===== config.mk =====
export PLATFORM = sky130hd
export DESIGN_NAME = lcd_timing_driver
export DESIGN_NICKNAME = d
export VERILOG_FILES = /design/src/rtl/lcd_timing_driver.sv
export SDC_FILE = /design/constraint.sdc
export NUM_CORES = 1
export LEC_CHECK = 0
export BUFFER_PORTS_ARGS = -buffer_cell sky130_fd_sc_hd__buf_4
export CAP_MARGIN = 40
export CORE_MARGIN = 2
export CORE_UTILIZATION = 43
export DETAILED_ROUTE_END_ITERATION = 8
export PLACE_DENSITY = 0.87
export SYNTH_ARGS = -nofsm -noshare
export SYNTH_HDL_FRONTEND = slang
export SYNTH_SLANG_ARGS = --single-unit

===== constraint.sdc =====
create_clock -name lcd_pclk -period 2.1 [get_ports lcd_pclk]
set_clock_uncertainty 0.15 [all_clocks]
set_input_delay 0.105 -clock lcd_pclk [delete_from_list [all_inputs] [get_ports lcd_pclk]]
set_output_delay 0.105 -clock lcd_pclk [all_outputs]
set_load 0.005 [all_outputs]

===== src/rtl/lcd_timing_driver.sv =====
// RGB-LCD scan timing generator: HS/VS/DE, early pixel coordinates and DE-aligned panel data.
// A scan only starts or stops on a frame boundary so the panel never sees a truncated frame.
module lcd_timing_driver #(
    parameter logic [10:0] H_SYNC  = 11'd41,
    parameter logic [10:0] H_BACK  = 11'd2,
    parameter logic [10:0] H_DISP  = 11'd480,
    parameter logic [10:0] H_FRONT = 11'd2,
    parameter logic [10:0] V_SYNC  = 11'd10,
    parameter logic [10:0] V_BACK  = 11'd2,
    parameter logic [10:0] V_DISP  = 11'd272,
    parameter logic [10:0] V_FRONT = 11'd2
) (
    input  logic        lcd_pclk,
    input  logic        rst,
    input  logic        en,
    input  logic [23:0] pixel_data,
    output logic [10:0] pixel_xpos,
    output logic [10:0] pixel_ypos,
    output logic [10:0] h_disp,
    output logic [10:0] v_disp,
    output logic        lcd_hs,
    output logic        lcd_vs,
    output logic        lcd_de,
    output logic [23:0] lcd_rgb,
    output logic        lcd_bl,
    output logic        frame_start
);

    // state | meaning
    // IDLE  | counters parked at 0, panel outputs inactive, backlight off
    // RUN   | counters scanning; leaves only at the last pixel of a frame with en low

    localparam logic [10:0] H_TOTAL = H_SYNC + H_BACK + H_DISP + H_FRONT;
    localparam logic [10:0] V_TOTAL = V_SYNC + V_BACK + V_DISP + V_FRONT;
    localparam logic [10:0] HSB     = H_SYNC + H_BACK;
    localparam logic [10:0] VSB     = V_SYNC + V_BACK;

    typedef enum logic {
        IDLE = 1'b0,
        RUN  = 1'b1
    } state_t;

    state_t      state;
    logic [10:0] h_cnt;
    logic [10:0] v_cnt;
    logic        run;
    logic        h_end;
    logic        v_end;
    logic        v_win;
    logic        data_req;

    assign run   = (state == RUN);
    assign h_end = (h_cnt == H_TOTAL - 11'd1);
    assign v_end = (v_cnt == V_TOTAL - 11'd1);

    always_ff @(posedge lcd_pclk or posedge rst) begin
        if (rst) begin
            state <= IDLE;
            h_cnt <= '0;
            v_cnt <= '0;
        end else begin
            case (state)
                IDLE: begin
                    h_cnt <= '0;
                    v_cnt <= '0;
                    if (en)
                        state <= RUN;
                end
                RUN: begin
                    if (h_end) begin
                        h_cnt <= '0;
                        if (v_end) begin
                            v_cnt <= '0;
                            if (!en)
                                state <= IDLE;
                        end else begin
                            v_cnt <= v_cnt + 11'd1;
                        end
                    end else begin
                        h_cnt <= h_cnt + 11'd1;
                    end
                end
                default: begin
                    state <= IDLE;
                    h_cnt <= '0;
                    v_cnt <= '0;
                end
            endcase
        end
    end

    // Coordinates lead DE by one cycle so the display block's registered pixel_data lands on DE.
    assign v_win    = (v_cnt >= VSB) && (v_cnt < VSB + V_DISP);
    assign data_req = run && v_win && (h_cnt >= HSB - 11'd1) && (h_cnt < HSB + H_DISP - 11'd1);
    assign lcd_de   = run && v_win && (h_cnt >= HSB) && (h_cnt < HSB + H_DISP);

    assign lcd_hs      = !(run && (h_cnt < H_SYNC));
    assign lcd_vs      = !(run && (v_cnt < V_SYNC));
    assign pixel_xpos  = data_req ? (h_cnt - (HSB - 11'd1)) : 11'd0;
    assign pixel_ypos  = data_req ? (v_cnt - VSB) : 11'd0;
    assign lcd_rgb     = lcd_de ? pixel_data : 24'd0;
    assign frame_start = run && (h_cnt == 11'd0) && (v_cnt == 11'd0);
    assign lcd_bl      = run;
    assign h_disp      = H_DISP;
    assign v_disp      = V_DISP;

endmodule

==> impl_metrics.tcl <==
set metrics [dict create \
    final_hold_viol_count 0 \
    failed_checks "negative setup slack" \
    cp.arrival_ns 2.39 \
    wl_per_cell_um 19.3 \
    htree_levels 1 \
    r2r-start "h_cnt[4]" \
    postSynthAreaPerCell_sq_um 7.57 \
    ys_ff_latch 23 \
    ff_latch_area_sq_um 582 \
    required_ns 1.85 \
    highest_layer "met4" \
    dpl-instance-area_sq_um 3200 \
    synth_most_common_cell "nor2_1" \
    pre_cts_ws_ns -0.159 \
    synth_edf_count 0 \
    rows 26 \
    outcome "complete, but fails checks" \
    dr_wl_met3_um 1060 \
    grt_pass1_wl_um 11200 \
    wl_um 9790 \
    yosysSeqAreaShare 0.260 \
    core_area_sq_um 5040 \
    synthTopCellsByArea "dfrtp_1 26%, nor2_1 7.6%, buf_4 7.5%, and2_1 7.1%, ha_1 6.2%" \
    io_pins 100 \
    reg2reg_slack_ns -0.28 \
    num_vias 2849 \
    die_y_um 75.7 \
    period_share 1.26 \
    peakVddDrop_uv 304 \
    die-area_sq_um 5730 \
    start_util 0.438 \
    critPathMaxFanout 6 \
    area_growth_pct 84.5 \
    synthTopCellsByCount "45 x nor2_1, 25 x and2_1, 23 x dfrtp_1" \
    cp-end-kind "output pin" \
    clockBufferDepth 2 \
    synth_area_leader_cell "dfrtp_1" \
    clk_pin_slew_worst_paths_ns 0.09 \
    synthCells 292 \
    place.port_buffers 77 \
    setup_tns_ns -25.75 \
    fmax_mhz 377 \
    met1Wirelength_um 3340 \
    maxSlewViolCount 0 \
    path_class "flip-flop to output pin" \
    grt_use_total 0.260 \
    viasPerCell 5.61 \
    dieWidth_um 75.7 \
    drive_above_1_share 0.610 \
    n_fill_cell 324 \
    yosys_warnings 0 \
    dr_wl_met2_um 4910 \
    layout.nets 477 \
    setup_violations 67 \
    synth_top_area_frac 0.260 \
    initialDrtViolationCount 315 \
    power.leakage_nw 1.91 \
    holdWs_ns 0.297 \
    yosysUniqueCellTypes 45 \
    clk_latency_ns 0.27 \
    reg2reg_to "v_cnt[9]" \
    synth_ff_type "dfrtp_1" \
    hp-class "primary input to asynchronous set/reset pin" \
    grt_max_degree 25 \
    p_per_area_nw_per_um2 195 \
    synth_area_sq_um 2210 \
    multiInputGateArea_sq_um 1880 \
    rsz0062_at_grt "true" \
    synthArstFlopShare 1.00 \
    gp_congestion 0.979 \
    grt_overflow_total 0 \
    cts_sinks 23 \
    maxCapViolations 0 \
    dp_hpwl_um 5150 \
    drcViolationCount 0 \
    fin_ws_ns -0.549 \
    detail-route-antenna-nets 0 \
    diodes 0 \
    firstDrtPassIters 6 \
    ctsRootBufferMaster "clkbuf_8" \
    worst_setup_path_start_kind "flip-flop" \
    cts_buffers 3 \
    grt_pass1_vias 2438 \
    antenna_found_initial 0 \
    cts_tree "built" \
    min_period_ns 2.65 \
    startpoint "h_cnt[4]" \
    final_area_sq_um 4080 \
    reg2regPathDepth 9 \
]
## cell type report
type | count | area share
Tap cell | 70 | 0.0215
Inverter | 14 | 0.0135
Multi-Input combinational cell | 234 | 0.460
Timing Repair Buffer | 163 | 0.351
Sequential cell | 23 | 0.143
Clock buffer | 4 | 0.0110
## cell families after synthesis
family          share of synthesized area
mux                               0.00453
compound gates                     0.0690
xor+xnor                            0.103
fa+ha+maj                          0.0623
buf+inv                             0.140
flops                               0.260
simple gates                        0.357
other cells                       0.00340
## worst max-delay path: stages, from the launching register on
cell	delay, ns
dfrtp_1	0.43
nand3b_1	0.26
buf_4	0.20
a2111oi_4	0.32
o22ai_2	0.18
nor3_4	0.33
buf_6	0.18
and2_4	0.14
buf_6	0.08
## cells in the final DEF, fill, tap and decap left out, drive strengths merged, types with 3 or more instances in the layout
cell    synthesis  routed
a21oi           5       5
and2           25      25
and3            3       3
buf            29     160
clkbuf         12       5
conb            2      22
dfrtp          23      23
ha             11      11
inv            14      14
nand2          22      22
nand3          13      13
nand4           7       7
nor2           45      45
nor2b           7       7
nor3           12      12
nor4            3       3
o21ai           4       4
o31ai           3       3
xnor2          12      12
xor2           14      14
## where the power goes
group	internal, mW	switching [mW]
Sequential	0.442	0
Clock	0.136	0.156
Combinational	0.0342	0.0284
Total	0.612	0.184
## worst max path at each step
stage	slack, ns	cells after the start	end
6_report	-0.55	8	lcd_rgb[19]
5_1_grt	-0.66	8	lcd_rgb[22]
4_1_cts	-0.39	7	pixel_ypos[9]
3_5_place_dp	-0.16	7	v_cnt[3]
3_3_place_gp	-0.1	9	lcd_rgb[5]
2_1_floorplan	-0.00008	7	pixel_xpos[5]
## metal layers
metal  GRT usage  vias to the layer above
li1            -                     1207
met1       0.297                     1346
met2       0.478                      235
met3      0.0317                       61
met4       0.123                        0
met5           0                        -
## sequential cells by signal (all words and copies together), names as in the netlist
signal and cells:
h_cnt 11, v_cnt 11, lcd_bl 1
## stage by stage
step / util / cells / total power [mW]
floorplan: - / 312 / 0.497
global placement: 0.634 / 480 / 0.506
detailed placement: 0.634 / 480 / 0.507
CTS: 0.690 / 492 / 0.792
global route: 0.809 / 508 / 0.820
finish: 0.809 / 508 / 0.797
## repair_timing
item                                    4_1_cts  5_1_grt
endpoints found under the setup margin       68       70
pin swaps                                     9       55
gates resized for setup                      34      136
buffers inserted                              6       15
endpoints found under the hold margin        24        0
cloned                                        1        4
hold buffers                                  2        0
No activity file was read; power rests on OpenSTA's default activity.
